--- config.mk ---
export PLATFORM = sky130hd
export DESIGN_NAME = wb_port_arbiter
export DESIGN_NICKNAME = d
export VERILOG_FILES = /design/src/rtl/wb_arb_pkg.sv /design/src/rtl/wb_rr_pick.sv /design/src/rtl/wb_port_arbiter.sv
export SDC_FILE = /design/constraint.sdc
export NUM_CORES = 1
export LEC_CHECK = 0
export CAP_MARGIN = 20
export CORE_MARGIN = 4
export CORE_UTILIZATION = 31
export CTS_CLUSTER_SIZE = 30
export DETAILED_ROUTE_END_ITERATION = 8
export PLACE_DENSITY = 0.78
export SKIP_LAST_GASP = 1
export SYNTH_ARGS = -nofsm -noshare
export SYNTH_HDL_FRONTEND = slang
export SYNTH_SLANG_ARGS = --single-unit
--- constraint.sdc ---
create_clock -name clk -period 2.35 [get_ports clk]
set_input_delay 0.47 -clock clk [delete_from_list [all_inputs] [get_ports clk]]
set_output_delay 0.47 -clock clk [all_outputs]
set_load 0.05 [all_outputs]
--- src/rtl/wb_arb_pkg.sv ---
// Shared constants and helpers for the register-file write-back port arbiter.
// Optional build macro WB_ARB_RR_EN selects round-robin arbitration (see wb_port_arbiter).
package wb_arb_pkg;

    localparam int NUM_REQ = 3;

    localparam logic [1:0] SEL_REQ0 = 2'b00;
    localparam logic [1:0] SEL_REQ1 = 2'b01;
    localparam logic [1:0] SEL_REQ2 = 2'b10;
    localparam logic [1:0] SEL_NONE = 2'b11;

    // One-hot grant to mux select; an empty grant selects nothing.
    function automatic logic [1:0] gnt2sel(input logic [NUM_REQ-1:0] g);
        if (g[0])      return SEL_REQ0;
        else if (g[1]) return SEL_REQ1;
        else if (g[2]) return SEL_REQ2;
        else           return SEL_NONE;
    endfunction

endpackage

--- src/rtl/wb_rr_pick.sv ---
// Rotate-priority picker: first candidate at or after ptr_i, wrapping modulo NUM_REQ.
module wb_rr_pick
    import wb_arb_pkg::*;
(
    input  logic [NUM_REQ-1:0] req_i,
    input  logic [1:0]         ptr_i,
    input  logic [NUM_REQ-1:0] excl_i,
    output logic [NUM_REQ-1:0] gnt_o
);

    logic [NUM_REQ-1:0] cand;
    logic               found;

    assign cand = req_i & ~excl_i;

    // Scan NUM_REQ positions starting from the pointer; take the first live candidate.
    always_comb begin
        gnt_o = '0;
        found = 1'b0;
        for (int k = 0; k < NUM_REQ; k++) begin
            for (int i = 0; i < NUM_REQ; i++) begin
                if (!found && cand[i] && (i == ((int'(ptr_i) + k) % NUM_REQ))) begin
                    gnt_o[i] = 1'b1;
                    found    = 1'b1;
                end
            end
        end
    end

endmodule

--- src/rtl/wb_port_arbiter.sv ---
// Write-back port arbiter: grants one of three requesters to the register-file
// write port each cycle, with bounded lock ownership, and registers the winner
// into a one-cycle write stage.
// Build macro WB_ARB_RR_EN: defined = round-robin pointer; undefined = fixed
// priority 0 > 1 > 2 (pointer tied to 0, not stored).
module wb_port_arbiter
    import wb_arb_pkg::*;
#(
    parameter int DW       = 32,
    parameter int AW       = 5,
    parameter int MAX_LOCK = 4
) (
    input  logic               clk,
    input  logic               rst_n,
    input  logic [NUM_REQ-1:0] req,
    input  logic [NUM_REQ-1:0] lock,
    input  logic [AW-1:0]      waddr0,
    input  logic [AW-1:0]      waddr1,
    input  logic [AW-1:0]      waddr2,
    input  logic [DW-1:0]      wdata0,
    input  logic [DW-1:0]      wdata1,
    input  logic [DW-1:0]      wdata2,
    input  logic               rf_busy,
    output logic [NUM_REQ-1:0] gnt,
    output logic [1:0]         sel,
    output logic               rf_we,
    output logic [AW-1:0]      rf_waddr,
    output logic [DW-1:0]      rf_wdata
);

    localparam int CW = $clog2(MAX_LOCK + 1);

    logic [1:0]         owner_q;      // SEL_NONE when no owner
    logic [CW-1:0]      lock_cnt_q;
    logic [1:0]         ptr;
    logic [NUM_REQ-1:0] own_oh, excl, pick;
    logic               own_act, others, at_max, cont, idle;
    logic [AW-1:0]      mux_addr;
    logic [DW-1:0]      mux_data;

    // Owner one-hot; shifting by SEL_NONE (3) falls off the vector and yields zero.
    assign own_oh  = NUM_REQ'(3'b001 << owner_q);
    assign own_act = |(own_oh & req & lock);
    assign others  = |(req & ~own_oh);
    assign at_max  = (lock_cnt_q == CW'(MAX_LOCK));
    // Continue the lock unless the bound is hit and someone else is waiting.
    assign cont    = own_act && (!at_max || !others);
    assign excl    = (own_act && at_max) ? own_oh : '0;
    assign idle    = rf_busy || !rst_n || (req == '0);

    wb_rr_pick u_pick (
        .req_i  (req),
        .ptr_i  (ptr),
        .excl_i (excl),
        .gnt_o  (pick)
    );

    // Grant is combinational from this cycle's request and the held state.
    always_comb begin
        gnt = '0;
        if (!idle) gnt = cont ? own_oh : pick;
    end

    assign sel = gnt2sel(gnt);

    // 3:1 address/data mux; no selection yields address 0 and zero data.
    always_comb begin
        mux_addr = '0;
        mux_data = '0;
        case (sel)
            SEL_REQ0: begin mux_addr = waddr0; mux_data = wdata0; end
            SEL_REQ1: begin mux_addr = waddr1; mux_data = wdata1; end
            SEL_REQ2: begin mux_addr = waddr2; mux_data = wdata2; end
            default:  begin mux_addr = '0;     mux_data = '0;     end
        endcase
    end

`ifdef WB_ARB_RR_EN
    logic [1:0] ptr_q;
    assign ptr = ptr_q;

    // Pointer moves past a requester only on a fresh (non-continuation) grant.
    always_ff @(posedge clk or negedge rst_n) begin
        if (!rst_n) begin
            ptr_q <= 2'd0;
        end else if (|gnt && !cont) begin
            ptr_q <= (sel == SEL_REQ2) ? 2'd0 : sel + 2'd1;
        end
    end
`else
    assign ptr = 2'd0;
`endif

    // Ownership and lock count: hold on idle, count up on continuation, restart on new grant.
    always_ff @(posedge clk or negedge rst_n) begin
        if (!rst_n) begin
            owner_q    <= SEL_NONE;
            lock_cnt_q <= '0;
        end else if (|gnt) begin
            owner_q <= sel;
            if (!cont)       lock_cnt_q <= CW'(1);
            else if (!at_max) lock_cnt_q <= lock_cnt_q + CW'(1);
        end
    end

    // One-cycle write stage; writes to $0 are consumed but never enabled.
    always_ff @(posedge clk or negedge rst_n) begin
        if (!rst_n) begin
            rf_we    <= 1'b0;
            rf_waddr <= '0;
            rf_wdata <= '0;
        end else begin
            rf_we    <= |gnt && (mux_addr != '0);
            rf_waddr <= mux_addr;
            rf_wdata <= mux_data;
        end
    end

endmodule

==> impl_table.tex, run 1 <==
\begin{tabular}{lr}
\hline
Metric & Value \\
\hline
\multicolumn{2}{l}{\textbf{Drt}} \\
DRC violation count after routing & 0 \\
Via density per instance & 4.96 \\
Vias & 2532 \\
Detailed-route wire length & 8.64 mm \\
DR pass1 iterations & 7 \\
Number of design-rule violations left by the first detailed-router iteration & 195 \\
Final routed wire length divided by cell count & 16.9 µm \\
Number of nets with antenna violations after detailed routing & 0 \\
\multicolumn{2}{l}{\textbf{CTS}} \\
Count of H-tree levels built during CTS & 2 \\
Maximum count of clock buffers along a single path & 2 \\
Insertion delay to the later sink of the worst-skew pair & 290 ps \\
Cts-stage hold buffer count & 0 \\
Clock buffers created by TritonCTS & 5 \\
Clock-pin slew of the registers on the worst-case setup and hold paths & 80 ps \\
Number of clock sinks & 43 \\
Clock root buffer master & sky130\_fd\_sc\_hd\_\_clkbuf\_8 \\
Clock tree from TritonCTS & built \\
\multicolumn{2}{l}{\textbf{Global routing}} \\
Pin count of the biggest net entering global routing & 44 \\
Antenna violations before repair & 0 \\
Total global routing overflow & 0 \\
Vias in the first global route & 2658 \\
Global-route wire length before repair & 13.1 mm \\
Global-route total usage across every layer & 19.9\% \\
\multicolumn{2}{l}{\textbf{Yosys}} \\
Cell type contributing the most total cell area after synthesis & sky130\_fd\_sc\_hd\_\_dfrtp\_1 \\
Post-synth net total & 330 \\
Syn avg cell area & 10.4 µm² \\
Register area share after synthesis & 50.0\% \\
Synth area leaders & sky130\_fd\_sc\_hd\_\_dfrtp\_1 (48\%), sky130\_fd\_sc\_hd\_\_a222oi\_1 (16\%), sky130\_fd\_sc\_hd\_\_inv\_1 (6.8\%) \\
Yosys synthesis warning count & 0 \\
Area of the mapped netlist & 2160 µm² \\
Yosys top cell area share & between 40\% and 50\% \\
Synthesized flop and latch total & 43 \\
Number of unique standard cell types used by synthesis & 44 \\
Synth Instances & 208 \\
\multicolumn{2}{l}{\textbf{Layout}} \\
Utilization of the core after routing & between 60\% and 70\% \\
Antenna diode instance count & 0 \\
Nets & $\sim$540 \\
Fraction of layout instances using a drive strength above 1 & between 20 and 25\% \\
Final cell area excluding filler cells & between 4000 and 5000 µm² \\
Number of fillers in the final layout & 541 \\
Area growth from synthesis to final layout & 110\% \\
\multicolumn{2}{l}{\textbf{Worst setup path}} \\
CP max FO & 5 \\
Critical setup path kind & reg -> out \\
Kind of end point of the critical path & primary output \\
Required @ worst endpoint & 1880 ps \\
Data arrival time at the worst-slack endpoint & roughly 2300 ps \\
Path depth of the worst reg2reg path & 11 \\
Cell Chain, Critical Path & buf\_12, nand2b\_4, a211o\_4, nand3\_4, mux2i\_4, and2\_4, buf\_12, nor2\_4, buf\_6 \\
Reg-to-reg slack, setup & -330 ps \\
Critical Path Start Type & flop \\
Master of the slowest instance on the critical path & sky130\_fd\_sc\_hd\_\_dfstp\_2 \\
Maximum single-stage delay on the critical path & 560 ps \\
Launching point of the worst reg2reg path & owner\_q[0] \\
R2R Path End & rf\_we \\
CP most frequent cell & sky130\_fd\_sc\_hd\_\_buf\_12 \\
\multicolumn{2}{l}{\textbf{Floorplan}} \\
Number of rows in the core area & 30 \\
Initial cell density of the core & 31.8\% \\
Die footprint & 8360 µm² \\
Core box area & about 6800 µm² \\
Top-level I/O count & 163 \\
Die Wd & 91.4 µm \\
Chip height & 91.4 µm \\
\multicolumn{2}{l}{\textbf{STA}} \\
Final setup violation count & 8 \\
Relative slew slack & between 60 and 70\% \\
RSZ-0062 raised after global routing & yes \\
Achievable Freq & 0.368 GHz \\
Pin slew with the least headroom to its limit & 548 ps \\
Final Critical Period & 2720 ps \\
Worst hold margin & 319 ps \\
Final Slew Violations & 0 \\
Worst-case clock skew & between 3 and 4 ps \\
Number of hold-slack violations in the final timing report & 0 \\
Final setup margin & -370 ps \\
Final cycle utilization of the critical path & 116\% \\
Sum of negative setup slack & -2110 ps \\
\multicolumn{2}{l}{\textbf{Power}} \\
Maximum ir drop on the vdd rail & about 0.00029 V \\
Relative contribution of sequential cells to total power & a little under a third \\
Clock network power share & 14.8\% \\
Leak Pwr & 2.16 nW \\
Internal power & 1.89 mW \\
Net switching fraction of the power & 38.0\% \\
Combinational Power Share & 54.6\% \\
Switching power of the nets & 1.16 mW \\
P per Cell Area & 674 nW/µm² \\
\multicolumn{2}{l}{\textbf{Placement}} \\
HPWL after detailed placement & 6.59 mm \\
Placed standard-cell area & about 4200 µm² \\
Gp weighted congestion & 0.835 \\
Count of buffers from port buffering & 162 \\
\multicolumn{2}{l}{\textbf{Job}} \\
Max-cap viol count & 0 \\
\multicolumn{2}{l}{\textbf{Min path}} \\
Worst hold-check path type & in -> async \\
\multicolumn{2}{l}{\textbf{Status}} \\
Failing checks & negative setup slack \\
Status & complete, but fails checks \\
\hline
\end{tabular}
==> layout by cell type, fill, tap and decap left out, drive strengths merged, types with 3 or more instances in the layout <==
master and n:
a21oi 4, a222oi 34, a31oi 3, and2 4, buf 58, clkbuf 7, clkdlybuf4s50 153, dfrtp 41
dlygate4sd2 3, inv 39, nand2 15, nor2 8, nor2b 4, o21ai 6
==> power groups by stage <==
| stage | Clock [mW] | Combinational (mW) | Sequential (mW) |
|---|---|---|---|
| CTS | 0.470 | 1.60 | 0.934 |
| global placement | 0 | 1.41 | 0.964 |
| floorplan | 0 | 0.479 | 1.28 |
| detailed placement | 0 | 1.44 | 0.971 |
| global route | 0.503 | 1.77 | 0.953 |
| finish | 0.451 | 1.67 | 0.936 |
==> cells by family (layout without fill, tap and decap cells) <==
logic type / Yosys count / in the layout / share of synthesized area, %
AO/OA/AOI/OAI: 59 / 59 / 24.2
buffers and inverters: 56 / 262 / 10.8
AND/OR/NAND/NOR: 46 / 46 / 12.9
flip-flops: 43 / 43 / 50.0
adder cells (fa/ha/maj): 2 / 2 / 1.16
multiplexers: 2 / 2 / 0.928
==> final cells by class <==
class / count / area (µm²) / area share, %
clock buffers: 6 / 72.6 / 1.60
inverters: 39 / 146 / 3.23
well taps: 96 / 120 / 2.65
flip-flops and latches: 43 / 1080 / 23.8
repair buffers: 215 / 2140 / 47.2
clock inverters: 2 / 12.5 / 0.276
multi-input cells: 109 / 963 / 21.2
==> layer usage <==
layer | up-vias | wire [µm] | GRT usage (%)
met4 | 0 | 154 | 6.28
met1 | 1207 | 3060 | 20.5
met2 | 127 | 4630 | 37.6
met3 | 14 | 798 | 6.30
met5 | - | 0 | 0
li1 | 1184 | - | -
==> sequential cells by signal, indices dropped and copies added (netlist names) <==
| name | flops |
|---|---|
| rf_wdata | 32 |
| owner_q | 2 |
| rf_we | 1 |
| rf_waddr | 5 |
| lock_cnt_q | 3 |
==> per-stage QoR <==
step / worst slack, ps / power, mW / instances
finish: -370 / 3.06 / 510
global route: -452 / 3.22 / 510
CTS: -337 / 3.00 / 505
detailed placement: -583 / 2.41 / 486
global placement: -539 / 2.38 / 486
floorplan: -157 / 1.76 / 208
==> worst max-delay path by stage <==
stage | slack (ps) | startpoint | end
6_report | -370 | owner_q[0] | sel[1]
5_1_grt | -450 | owner_q[0] | sel[1]
4_1_cts | -340 | owner_q[0] | sel[1]
3_5_place_dp | -580 | req[1] | rf_we
3_3_place_gp | -540 | req[1] | rf_we
2_1_floorplan | -160 | owner_q[0] | rf_we
==> critical path: cells and delay by family, from the launching register on <==
kind                   cells  cell delay [ps]
AO/OA/AOI/OAI              1              360
buffers and inverters      3              380
flip-flops                 1              560
multiplexers               1              250
AND/OR/NAND/NOR            4              410
==> timing repair <==
action | in CTS | in global routing
resized for setup | 20 | 17
pin swaps | 16 | 17
setup endpoints to repair | 23 | 41
cloned | 0 | 1
setup buffers | 12 | 4
==> synthesized netlist by cell type <==
cell,n
sky130_fd_sc_hd__buf_4,1
sky130_fd_sc_hd__o21a_1,2
sky130_fd_sc_hd__a21oi_1,3
sky130_fd_sc_hd__a22o_1,2
sky130_fd_sc_hd__o311a_1,1
sky130_fd_sc_hd__a22oi_1,1
sky130_fd_sc_hd__nor3_4,1
sky130_fd_sc_hd__ha_1,2
sky130_fd_sc_hd__buf_1,4
sky130_fd_sc_hd__inv_1,39
sky130_fd_sc_hd__dfrtp_1,41
sky130_fd_sc_hd__a211o_1,1
sky130_fd_sc_hd__nor2_1,8
sky130_fd_sc_hd__o21ai_1,2
sky130_fd_sc_hd__and3_1,1
sky130_fd_sc_hd__buf_6,2
sky130_fd_sc_hd__and2_4,1
sky130_fd_sc_hd__and4bb_4,1
sky130_fd_sc_hd__mux2i_1,2
sky130_fd_sc_hd__a311oi_1,1
sky130_fd_sc_hd__buf_2,4
sky130_fd_sc_hd__a21oi_2,1
sky130_fd_sc_hd__nand2_1,15
sky130_fd_sc_hd__and4b_1,2
sky130_fd_sc_hd__nor4_1,1
sky130_fd_sc_hd__nor3_1,1
sky130_fd_sc_hd__nor2b_1,4
sky130_fd_sc_hd__and2_1,3
sky130_fd_sc_hd__nand4b_1,1
sky130_fd_sc_hd__or4b_1,1
sky130_fd_sc_hd__clkbuf_1,6
sky130_fd_sc_hd__nand2b_4,1
sky130_fd_sc_hd__o31ai_1,1
sky130_fd_sc_hd__nor3b_1,2
sky130_fd_sc_hd__nand3_2,1
sky130_fd_sc_hd__a21o_1,1
sky130_fd_sc_hd__o21ai_0,4
sky130_fd_sc_hd__nand3b_1,1
sky130_fd_sc_hd__o311ai_0,1
sky130_fd_sc_hd__a222oi_1,34
sky130_fd_sc_hd__dfstp_2,2
sky130_fd_sc_hd__a211o_4,1
sky130_fd_sc_hd__nand3_1,1
sky130_fd_sc_hd__a31oi_1,3
(Power assumes the default switching activity.)
==> run 2: changes to the inputs <==
Settings changed: CORE_ASPECT_RATIO set to 1.75.
==> run 2 against run 1 <==
  * The run still ends with negative setup slack left
  * Via count grew 1.8%
  * Wire length grew 2.3%
  * Fmax shrank 2.3%
  * Worst hold slack lost 25 ps
  * First-iteration DRC count grew 15%
  * Highest routed layer unchanged
==> impl_table.tex, run 2 (same netlist as run 1, synthesis figures left out) <==
\begin{tabular}{lr}
\hline
Metric & Value \\
\hline
\multicolumn{2}{l}{\textbf{Global routing}} \\
Global-route wire length before repair & approximately 13 mm \\
Global routing usage on met3 & under 10\% \\
Antenna violations before repair & 0 \\
Pin count of the biggest net entering global routing & 44 \\
Global routing met2 resource utilization & 39.1\% \\
Global-route total usage across every layer & 20.0\% \\
Total global routing overflow & 0 \\
Global-route track usage on met1 & 18.9\% \\
Routing layer with the top usage in global route & met2 \\
Vias in the first global route & 2760 \\
\multicolumn{2}{l}{\textbf{Layout}} \\
Largest registers in the final layout & rf\_wdata (32), rf\_waddr (5), lock\_cnt\_q (3) \\
Fraction of layout instances using a drive strength above 1 & 21.5\% \\
Multi-input gate area in the final layout & 951 µm² \\
Final cell area excluding filler cells & 4570 µm² \\
Nets & 534 \\
Antenna diode instance count & 0 \\
Flip-flop count of the largest register, all copies and words added & 32 \\
Area growth from synthesis to final layout & 112\% \\
Final Instance Count excl. Fillers & 497 \\
Register area & 1080 µm² \\
Most frequent cells in the layout & sky130\_fd\_sc\_hd\_\_clkdlybuf4s50\_1 (153), sky130\_fd\_sc\_hd\_\_dfrtp\_1 (41), sky130\_fd\_sc\_hd\_\_buf\_4 (40) \\
Register with the most flip-flops & rf\_wdata \\
Number of fillers in the final layout & 527 \\
Most common cell after layout, fill and taps aside & sky130\_fd\_sc\_hd\_\_clkdlybuf4s50\_1 \\
\multicolumn{2}{l}{\textbf{STA}} \\
Sum of negative setup slack & -3630 ps \\
Relative slew slack & between 60\% and 70\% \\
Final setup violation count & 28 \\
Number of hold-slack violations in the final timing report & 0 \\
RSZ-0062 raised after global routing & yes \\
Pin slew with the least headroom to its limit & about 560 ps \\
Final Slew Violations & 0 \\
Final setup margin & -434 ps \\
Worst hold margin & between 200 and 300 ps \\
Achievable Freq & 0.359 GHz \\
Worst-case clock skew & roughly 9.8 ps \\
Final cycle utilization of the critical path & 118\% \\
Final Critical Period & 2780 ps \\
\multicolumn{2}{l}{\textbf{CTS}} \\
Clock-pin slew of the registers on the worst-case setup and hold paths & around 60 ps \\
Clock root buffer master & sky130\_fd\_sc\_hd\_\_clkbuf\_16 \\
Number of clock sinks & 43 \\
Cts-stage hold buffer count & 0 \\
Clock tree from TritonCTS & built \\
Clock buffers created by TritonCTS & 5 \\
Count of H-tree levels built during CTS & 2 \\
Maximum count of clock buffers along a single path & 2 \\
Insertion delay to the later sink of the worst-skew pair & 280 ps \\
\multicolumn{2}{l}{\textbf{Drt}} \\
Number of nets with antenna violations after detailed routing & 0 \\
DRC violation count after routing & 0 \\
Via density per instance & 5.19 \\
Final routed wire length divided by cell count & about 18 µm \\
DR pass1 iterations & 9 \\
Detailed-route wire length & 8.84 mm \\
Vias & 2577 \\
Number of design-rule violations left by the first detailed-router iteration & between 200 and 250 \\
\multicolumn{2}{l}{\textbf{Floorplan}} \\
Number of rows in the core area & 40 \\
Core box area & 6810 µm² \\
Initial cell density of the core & 31.7\% \\
Top-level I/O count & 163 \\
Die footprint & 8410 µm² \\
Die Wd & between 70 and 80 µm \\
Chip height & 118 µm \\
\multicolumn{2}{l}{\textbf{Status}} \\
Status & complete, but fails checks \\
Failing checks & negative setup slack \\
\multicolumn{2}{l}{\textbf{Worst setup path}} \\
CP max FO & 8 \\
Critical setup path kind & reg -> reg \\
Required @ worst endpoint & 2500 ps \\
Data arrival time at the worst-slack endpoint & 2930 ps \\
Critical Path Start Type & flop \\
Kind of end point of the critical path & flop \\
\multicolumn{2}{l}{\textbf{Placement}} \\
HPWL after detailed placement & 6.61 mm \\
Pre-CTS setup slack & -695 ps \\
Gp weighted congestion & 0.924 \\
Post-placement cell count & 474 \\
Placed standard-cell area & 4140 µm² \\
Count of buffers from port buffering & about 160 \\
\multicolumn{2}{l}{\textbf{Min path}} \\
Worst hold-check path type & in -> async \\
\multicolumn{2}{l}{\textbf{Job}} \\
Max-cap viol count & 0 \\
\multicolumn{2}{l}{\textbf{Power}} \\
P per Cell Area & around 720 nW/µm² \\
Leak Pwr & 2.19 nW \\
Maximum ir drop on the vdd rail & 0.000486 V \\
\hline
\end{tabular}
==> run 2: metal layers <==
metal  up-vias  wire (µm)
met3        21        547
met1      1246       2910
li1       1182          -
met4         0        308
met2       128       5080
met5         -          0
==> run 2: final timing paths <==
kind / startpoint / to / slack (ps) / depth (start not counted)
max: owner_q[0] / rf_we / -430 / 10
min: rst_n / rf_waddr[2] / 290 / 2
max reg2reg: owner_q[0] / rf_we / -430 / 10
min reg2reg: lock_cnt_q[2] / lock_cnt_q[2] / 500 / 1
max in group asynchronous: rst_n / owner_q[0] / 1660 / 2
min in group clk: lock_cnt_q[2] / lock_cnt_q[2] / 500 / 1
==> run 2: worst max-delay path, cell delays in order, from the launching register on <==
cell and delay [ps]:
sky130_fd_sc_hd__dfstp_2 650, sky130_fd_sc_hd__nor2b_4 80, sky130_fd_sc_hd__a21oi_2 180, sky130_fd_sc_hd__buf_6 150, sky130_fd_sc_hd__a21oi_1 80, sky130_fd_sc_hd__o21ai_2 190, sky130_fd_sc_hd__a31oi_4 150, sky130_fd_sc_hd__buf_4 170
sky130_fd_sc_hd__a222oi_1 410, sky130_fd_sc_hd__nand2_1 110, sky130_fd_sc_hd__or4b_1 480
==> run 2: area by class of cell <==
type	instances	area share (%)
well taps	84	2.30
repair buffers	214	46.8
flip-flops and latches	43	23.6
inverters	39	3.20
clock buffers	7	3.12
multi-input cells	109	20.8
clock inverters	1	0.110
==> run 2: power by group <==
group	total [mW]	leakage [nW]	internal [mW]	switching, mW
Sequential	0.963	0.572	0.878	0.0857
Clock	0.688	0.0739	0.421	0.267
Combinational	1.63	1.55	0.783	0.844
Total	3.28	2.19	2.08	1.20
==> run 2: timing repair <==
item,CTS,global route
gates cloned,1,0
resized for setup,26,11
setup endpoints to repair,39,41
buffers inserted,11,5
pin swaps,8,39
==> run 2: through the flow <==
| step | util [%] | power (mW) |
|---|---|---|
| after global routing | 67.1 | 3.41 |
| after detailed placement | 60.8 | 2.44 |
| after floorplan | - | 1.76 |
| final | 67.1 | 3.28 |
| after CTS | 65.9 | 3.23 |
| after global placement | 60.8 | 2.41 |
